<file path="config.mk">
export PLATFORM = sky130hd
export DESIGN_NAME = fixed_mac_source
export DESIGN_NICKNAME = d
export VERILOG_FILES = /design/src/rtl/fixed_mac_source.sv
export SDC_FILE = /design/constraint.sdc
export NUM_CORES = 1
export LEC_CHECK = 0
export BUFFER_PORTS_ARGS = -buffer_cell sky130_fd_sc_hd__buf_2
export CAP_MARGIN = 20
export CORE_MARGIN = 1
export CORE_UTILIZATION = 63
export CTS_CLUSTER_SIZE = 8
export DETAILED_ROUTE_END_ITERATION = 8
export PLACE_DENSITY_LB_ADDON = 0.12
export SYNTH_ARGS = -nofsm -noshare
export SYNTH_HDL_FRONTEND = slang
export SYNTH_SLANG_ARGS = --single-unit
</file>
<file path="constraint.sdc">
create_clock -name clk -period 8.11 [get_ports clk]
set_input_delay 0.4055 -clock clk [delete_from_list [all_inputs] [get_ports clk]]
set_output_delay 0.4055 -clock clk [all_outputs]
set_load 0.005 [all_outputs]
</file>
<file path="src/rtl/fixed_mac_source.sv">
// Buffers host operand pairs and streams them as lockstep A/B vectors to a fixed-point MAC; start->A_valid 1 cycle, result captured 1 cycle after res_valid.
// Backpressure: ld_ready low while FIFO full, A/B stall on A_ready&B_ready; define FIXED_MAC_SOURCE_TIMEOUT_EN to bound the result wait.
module fixed_mac_source #(
  parameter int WI1     = 4,
  parameter int WF1     = 8,
  parameter int WI2     = 3,
  parameter int WF2     = 5,
  parameter int WIO     = 15,
  parameter int WFO     = 30,
  parameter int DEPTH   = 16,
  parameter int LEN_W   = 5,
  parameter int TIMEOUT = 64
) (
  input  logic                 clk,
  input  logic                 reset,
  input  logic [WI1+WF1-1:0]   ld_A_data,
  input  logic [WI2+WF2-1:0]   ld_B_data,
  input  logic                 ld_valid,
  output logic                 ld_ready,
  input  logic                 start,
  input  logic [LEN_W-1:0]     vec_len,
  output logic                 busy,
  output logic [WI1+WF1-1:0]   A_data,
  output logic                 A_valid,
  input  logic                 A_ready,
  output logic                 A_last,
  output logic [WI2+WF2-1:0]   B_data,
  output logic                 B_valid,
  input  logic                 B_ready,
  output logic                 B_last,
  input  logic [WIO+WFO-1:0]   res_data,
  input  logic                 res_valid,
  output logic                 res_ready,
  output logic [WIO+WFO-1:0]   result,
  output logic                 result_valid,
  input  logic                 result_ready,
  output logic                 err_timeout
);
  localparam int WA = WI1 + WF1;
  localparam int WB = WI2 + WF2;
  localparam int AW = $clog2(DEPTH);
  localparam int CW = AW + 1;

  localparam logic [1:0] S_IDLE = 2'd0;
  localparam logic [1:0] S_SEND = 2'd1;
  localparam logic [1:0] S_WAIT = 2'd2;
  localparam logic [1:0] S_HOLD = 2'd3;

  if (2**LEN_W <= DEPTH || TIMEOUT < 1) begin : g_cfg_check
    $error("fixed_mac_source: requires 2^LEN_W > DEPTH and TIMEOUT >= 1");
  end

  logic [1:0]       state;
  logic [WA-1:0]    mem_a [DEPTH];
  logic [WB-1:0]    mem_b [DEPTH];
  logic [AW-1:0]    wr_ptr, rd_ptr;
  logic [CW-1:0]    count;
  logic [LEN_W-1:0] len_r, idx, last_idx;
  logic             push, pop, fifo_empty, xfer, timeout_hit;

  assign fifo_empty = (count == '0);
  assign ld_ready   = (count != CW'(DEPTH));
  assign push       = ld_valid & ld_ready;

  // Valid depends only on state and occupancy, never on the ready inputs.
  assign A_valid  = (state == S_SEND) & ~fifo_empty;
  assign B_valid  = A_valid;
  assign xfer     = A_valid & A_ready & B_ready;
  assign pop      = xfer;
  assign last_idx = len_r - LEN_W'(1);
  assign A_last   = A_valid & (idx == last_idx);
  assign B_last   = A_last;
  assign A_data   = A_valid ? mem_a[rd_ptr] : '0;
  assign B_data   = A_valid ? mem_b[rd_ptr] : '0;

  assign busy         = (state != S_IDLE);
  assign res_ready    = (state == S_WAIT);
  assign result_valid = (state == S_HOLD);

  always_ff @(posedge clk) begin
    if (push) begin
      mem_a[wr_ptr] <= ld_A_data;
      mem_b[wr_ptr] <= ld_B_data;
    end
  end

  always_ff @(posedge clk or negedge reset) begin
    if (!reset) begin
      wr_ptr <= '0;
      rd_ptr <= '0;
      count  <= '0;
    end else begin
      if (push) wr_ptr <= wr_ptr + AW'(1);
      if (pop)  rd_ptr <= rd_ptr + AW'(1);
      case ({push, pop})
        2'b10:   count <= count + CW'(1);
        2'b01:   count <= count - CW'(1);
        default: count <= count;
      endcase
    end
  end

`ifdef FIXED_MAC_SOURCE_TIMEOUT_EN
  localparam int TW = $clog2(TIMEOUT + 1);
  logic [TW-1:0] tcnt;
  logic          err_r;

  assign timeout_hit = (state == S_WAIT) & ~res_valid & (tcnt == TW'(TIMEOUT - 1));
  assign err_timeout = err_r;

  always_ff @(posedge clk or negedge reset) begin
    if (!reset) begin
      tcnt  <= '0;
      err_r <= 1'b0;
    end else begin
      err_r <= timeout_hit;
      if (state != S_WAIT) tcnt <= '0;
      else                 tcnt <= tcnt + TW'(1);
    end
  end
`else
  assign timeout_hit = 1'b0;
  assign err_timeout = 1'b0;
`endif

  always_ff @(posedge clk or negedge reset) begin
    if (!reset) begin
      state  <= S_IDLE;
      len_r  <= '0;
      idx    <= '0;
      result <= '0;
    end else begin
      case (state)
        S_IDLE: begin
          if (start && vec_len != '0) begin
            len_r <= vec_len;
            idx   <= '0;
            state <= S_SEND;
          end
        end
        S_SEND: begin
          if (xfer) begin
            idx <= idx + LEN_W'(1);
            if (A_last) state <= S_WAIT;
          end
        end
        S_WAIT: begin
          // Only the first res_valid cycle is taken; HOLD drops res_ready.
          if (res_valid) begin
            result <= res_data;
            state  <= S_HOLD;
          end else if (timeout_hit) begin
            state <= S_IDLE;
          end
        end
        S_HOLD: begin
          if (result_ready) state <= S_IDLE;
        end
        default: state <= S_IDLE;
      endcase
    end
  end
endmodule

</file>
# Yosys cells after proc, flatten, opt, wreduce, memory -nomap -nowiden
# Memory sizes are Yosys's and may differ from the RTL's.
# Cells that the tools add are included.
[classes] add_sub_neg=6 eq_ne=12 mux=14 bitwise_logic=6 reduce_logical=11
[op_table] operator="case mux 5 bit (2 select lines)" count=2
[op_table] operator="two-way mux 12 bit" count=1
[op_table] operator="adder 5 x 1 -> 5 bit, second input constant" count=2
[op_table] operator="two-way mux 2 bit" count=5
[op_table] operator="two-way mux 5 bit" count=2
[op_table] operator="subtractor 5 x 1 -> 5 bit, second input constant" count=2
[op_table] operator="adder 4 x 1 -> 4 bit, second input constant" count=2
[op_table] operator="two-way mux 8 bit" count=1
[op_table] operator="inequality test 2 bit, second input constant" count=4
[op_table] operator="case mux 2 bit (4 select lines)" count=1
[op_table] operator="== test 2 bit, second input constant" count=3
[op_table] operator="nonzero test 2 bit" count=3
[op_table] operator="AND 1 bit" count=5
[op_table] operator="== test 5 bit" count=1
[op_table] operator="zero test 5 bit" count=1
[op_table] operator="inequality test 5 bit, second input constant" count=1
[op_table] operator="AND reduction 5 bit" count=1
[op_table] operator="nonzero test 5 bit" count=1
[op_table] operator="== test 2 x 1 -> 1 bit, second input constant" count=2
[op_table] operator="AND reduction 2 bit" count=2
[op_table] operator="AND reduction 3 bit" count=1
[op_table] operator="zero test 2 bit" count=1
[op_table] operator="two-way mux 1 bit" count=2
[op_table] operator="inequality test 2 x 1 -> 1 bit, second input constant" count=1
[op_table] operator="other kinds (2)" count=2
[word_totals] regBits=70 mem_bits_rw=320 in_bits=78 output_inout_bits=74 word_cells=58 mem_count=2
[memory_table] memory="mem_a" words=16 width=12 read_ports=1 rd_clocked_by_memory_dff=0 write_ports=1 line="54" text="logic [WA-1:0] mem_a [DEPTH];"
[memory_table] memory="mem_b" words=16 width=8 read_ports=1 rd_clocked_by_memory_dff=0 write_ports=1 line="55" text="logic [WB-1:0] mem_b [DEPTH];"

# Logic depth before layout (Yosys ltp)
[depth] depth_word=7 ltp_mapped=15 ltp_nobuf=12

# Least setup slack after synthesis
# No wires, ideal clock.
[synth_timing] kind="flip-flop to flip-flop" from="register count[2]" to="register count[4]" setup_time_ps=79 t_arrival_ps=3164 required_ps=8031 path_slack_ps=4867 stages_incl_launch_ff=15 n_path_buf=2 period_less_slack_ps=3243 path_cell_list="dfrtp_1 > or3_4 > or3b_1 > and2_1 > buf_6 > inv_1 > ha_1 > clkbuf_1 > xor2_1 > ha_1 > a21boi_0 > o221ai_1 > a21o_1 > a21oi_1 > xor2_1"
[synth_via] word_cells_on_any_way=13 classes_between="add/sub (2); eq/ne (3); mux (1); bitwise (5); reduce/logical (2)"
[synth_rtl] item="start: declaration" line="57" text="logic [CW-1:0] count;"
[synth_rtl] item="start signal: assignment" line="96" text="2'b10: count <= count + CW'(1);"
[synth_rtl] item="start signal: assignment" line="97" text="2'b01: count <= count - CW'(1);"
[synth_rtl] item="start signal: assignment" line="98" text="default: count <= count;"
[synth_rtl] item="inequality test 5 bit *" line="62" text="assign ld_ready = (count != CW'(DEPTH));"
[synth_rtl] item="via ld_ready" line="19" text="output logic ld_ready,"
[synth_rtl] item="AND 1 bit *" line="63" text="assign push = ld_valid & ld_ready;"
[synth_rtl] item="== test 2 x 1 -> 1 bit or == test 2 bit (tied branches)" line="95" text="case ({push, pop})"
[synth_rtl] item="case mux 5 bit (2 select lines) or nonzero test 2 bit (tied branches)"
# The timed path passes the listed nets; every way through them passes the cells marked *.
# A chain may end at the register's enable or synchronous reset.

# Worst setup path after layout
[layout_timing] from="register rd_ptr[0]" to="output A_data[11]"
[layout_via] elab_chain_cells=2
[layout_lines] item="start: declaration" line="56" text="logic [AW-1:0] wr_ptr, rd_ptr;"
[layout_lines] item="start signal: assignment" line="94" text="if (pop) rd_ptr <= rd_ptr + AW'(1);"
[layout_lines] item="memory (16 x 12 bit)"
[layout_lines] item="two-way mux 12 bit" line="73" text="assign A_data = A_valid ? mem_a[rd_ptr] : '0;"
[layout_lines] item="end: declaration" line="23" text="output logic [WI1+WF1-1:0] A_data,"
# Every way passes these cells.

==> results.py <==
metrics = {
    "hold_path": {
        "worstHoldPathType": "input port to asynchronous set/reset pin",
    },
    "power_and_ir_drop": {
        "power_density_mw_per_mm2": 362,
        "leakage_nw": 6.42,
        "ir_worst_vdd_v": 0.000297,
    },
    "floorplanning": {
        "pin_count": 152,
        "num_rows": 57,
        "initial_utilization_pct": 64.1,
        "dieWidth_um": 159,
        "coreArea_sq_mm": 0.0242,
        "die_area_sq_mm": 0.0253,
        "die_y_um": 159,
    },
    "sta": {
        "min_period_over_period_pct": 51.5,
        "fin_setup_tns_ps": 0,
        "skew_ps": 14.2,
        "holdWs_ps": 57.9,
        "tightest_slew_ps": 1050,
        "rsz0062_at_grt": "no",
        "hold_violations": 0,
        "finalWorstSetupSlack_ps": 3930,
        "slew_viol_final": 0,
        "setup_violations": 0,
        "clock.fmax_mhz": 239,
        "slew-limit-headroom_pct": 29.7,
        "fin_crit_ps": 4180,
    },
    "worst_setup_path": {
        "slowest_delay_ps": 910,
        "start_kind": "flip-flop",
        "path_max_fanout": 48,
        "slowest_stage": "dfrtp_4",
        "cpMostUsedCell": "mux4_2",
        "path_class": "flip-flop to output port",
        "critPathRequiredTime_ps": 7700,
        "endpoint_kind": "output port",
        "arrival_ps": 3770,
        "crit_buf_inv": 2,
        "crit_chain": "buf_4 -> mux4_2 -> mux4_2 -> nor2b_1 -> buf_2",
        "path_delay_family": "multiplexers",
    },
    "synthesis": {
        "synth_top_family_by_area": "multiplexers",
        "synth_area_leaders": "edfxtp_1, mux4_2, dfrtp_1, mux2_2, ha_1",
        "synth_xor_area_share_pct": 1.18,
        "synthAdderAreaFrac_pct": 1.29,
        "yosys.area_share.simple_pct": 3.12,
        "yosysUniqueCellTypes": 48,
        "synth_compound_area_share_pct": 1.44,
        "synth_edf_count": 320,
        "netlist.area_leader.share_pct": 61.8,
        "synth_flop_cell": "edfxtp_1",
        "ys_seq_area_share_pct": 73.1,
        "syn_area_sq_mm": 0.0155,
        "synthMuxAreaShare_pct": 18.3,
        "yosysTopAreaCell": "edfxtp_1",
        "synthArstFlopShare_pct": 17.9,
        "avgSynthCellArea_sq_um": 20.7,
        "synth-seq-cells": 390,
        "yosys_warnings": 0,
        "synth_cells": 750,
        "synth_nets": 844,
    },
    "grt": {
        "grt_max_degree": 71,
        "grt_use_met3_pct": 5.24,
        "grt_pass1_wl_um": 51100,
        "grt_pass1_vias": 8501,
        "grt_use_met1_pct": 36.5,
        "gr-usage-all-layers_pct": 27.6,
        "grt_overflow": 0,
        "grt_most_used_layer": "met2",
        "grt.met2_usage_pct": 46.5,
        "grt_antenna_before_repair": 0,
    },
    "clock_network": {
        "cts_buffers": 54,
        "holdBufCountCts": 0,
        "clock_latency_ps": 550,
        "ctsLongestPathBuffers": 3,
        "cts_max_level": 2,
        "post_cts_buffers": 0,
        "clk_pin_slew_worst_paths_ps": 60,
        "postCtsResizedCells": 0,
        "cts_sinks": 390,
        "tritoncts": "built",
        "cts_root_buf": "clkbuf_16",
    },
    "detailed_routing": {
        "drc": 0,
        "routed_wirelength_um": 33600,
        "drt-vias-per-instance": 6.30,
        "avgRoutedWirePerCell_um": 26.4,
        "first_pass_iters": 7,
        "drt_iter0_drc": 749,
        "routed-via-count": 8011,
        "postRouteAntennaNets": 0,
    },
    "placement": {
        "hpwl_um": 17700,
        "dp_slack_ps": 4400,
        "gp_congestion": 0.840,
        "dpl.cell_count": 1197,
        "port_buffers": 150,
    },
    "layout": {
        "n_antenna_cell": 0,
        "post-route-util_pct": 74.9,
        "fillers": 1344,
        "fin_cells": 1272,
        "fin_nets": 1023,
        "drive_above_1_share_pct": 41.6,
        "syn2layout_area_growth_pct": 16.9,
    },
    "outcome": {
        "outcome": "finished clean",
    },
    "run": {
        "cap_violations": 0,
    },
}
## registers in the layout (all words and copies together) (netlist names)
register / cells
state: 2
mem_b: 128
rd_ptr: 4
idx: 5
wr_ptr: 4
len_r: 5
count: 5
mem_a: 192
result: 45
## metal layers
| layer | wire [um] | part of all wire [%] | vias up |
|---|---|---|---|
| met5 | 0 | 0 | - |
| met4 | 1010 | 3.0 | 0 |
| met3 | 2830 | 8.4 | 80 |
| met2 | 16800 | 50 | 448 |
| met1 | 12900 | 38 | 4105 |
| li1 | - | - | 3378 |
## placed cells by master (no fill, tap or decap), types with 2 or more instances in the layout
cell | synthesis | layout
nand2_1 | 12 | 11
dfrtp_1 | 70 | 68
nand3_1 | 3 | 3
inv_1 | 14 | 14
nor3_1 | 10 | 6
o21ai_0 | 6 | 6
ha_1 | 16 | 16
nand3b_1 | 2 | 2
or3_1 | 2 | 2
buf_4 | 11 | 10
clkbuf_1 | 18 | 17
nor2b_1 | 21 | 21
nand2b_1 | 4 | 4
mux4_2 | 100 | 100
nand4_1 | 2 | 2
nor2_4 | 0 | 12
o32a_1 | 2 | 2
clkbuf_16 | 0 | 55
nor2_1 | 22 | 10
buf_2 | 1 | 150
edfxtp_1 | 320 | 320
a21oi_1 | 4 | 4
a21boi_0 | 2 | 2
o211ai_1 | 4 | 4
nor4_1 | 3 | 3
mux2_2 | 52 | 52
a21o_1 | 2 | 2
xor2_1 | 9 | 9
nor3_2 | 0 | 4
xnor2_1 | 12 | 12
## per-stage QoR
step	power [W]	instance area, sq um
3_5_place_dp	0.00462	16700
6_report	0.00658	18200
2_1_floorplan	0.00402	15500
3_3_place_gp	0.00453	16700
4_1_cts	0.00662	18200
5_1_grt	0.00685	18200
## cells by family (layout without fill, tap and decap cells)
family | after synthesis | after routing
flops | 390 | 390
mux | 152 | 152
simple gates | 89 | 89
buf+inv | 51 | 249
compound gates | 30 | 30
xor+xnor | 21 | 21
fa+ha+maj | 16 | 16
other cells | 1 | 1
## path summary, 6_finish.rpt
kind	cells after the start	startpoint	slack [ps]	end
min in group clk	2	res_data[29]	80	result[29]
hold reg to reg	1	result[8]	500	result[8]
hold / removal	2	reset	60	len_r[1]
max in group asynchronous	2	reset	7410	rd_ptr[0]
setup / recovery	5	rd_ptr[0]	3930	A_data[11]
setup reg to reg	12	state[1]	4540	count[4]
## synthesized netlist by cell type (2+ instances only)
library cell,n
nand4_1,2
o21ai_0,6
buf_6,2
xor2_1,9
buf_4,11
xnor2_1,12
o211ai_1,4
nand3b_1,2
nand2_1,12
or3_1,2
a21boi_0,2
dfrtp_1,70
buf_1,5
nand3_1,3
ha_1,16
nor2_1,22
a21o_1,2
mux2_2,52
o32a_1,2
nor2b_1,21
edfxtp_1,320
clkbuf_1,18
nor3_1,10
nor4_1,3
nand2b_1,4
mux4_2,100
inv_1,14
a21oi_1,4
## final cells by class
type	instances	area, sq um	share of cell area, %
sequential	390	11400	62.6
multi-input combinational	309	4050	22.3
clock buffer	72	1440	7.93
timing repair buffer	160	826	4.54
tap	324	405	2.23
inverter	14	52.6	0.289
clock inverter	3	32.5	0.179
## where the power goes
part           total, W  internal (W)  switching (W)  leakage (nW)
clock           0.00199       0.00121       0.000773         0.714
combinational   0.00180      0.000955       0.000847          1.98
sequential      0.00279       0.00252       0.000271          3.73
total           0.00658       0.00469        0.00189          6.42
Note: power is estimated with default switching activity, not from simulation.
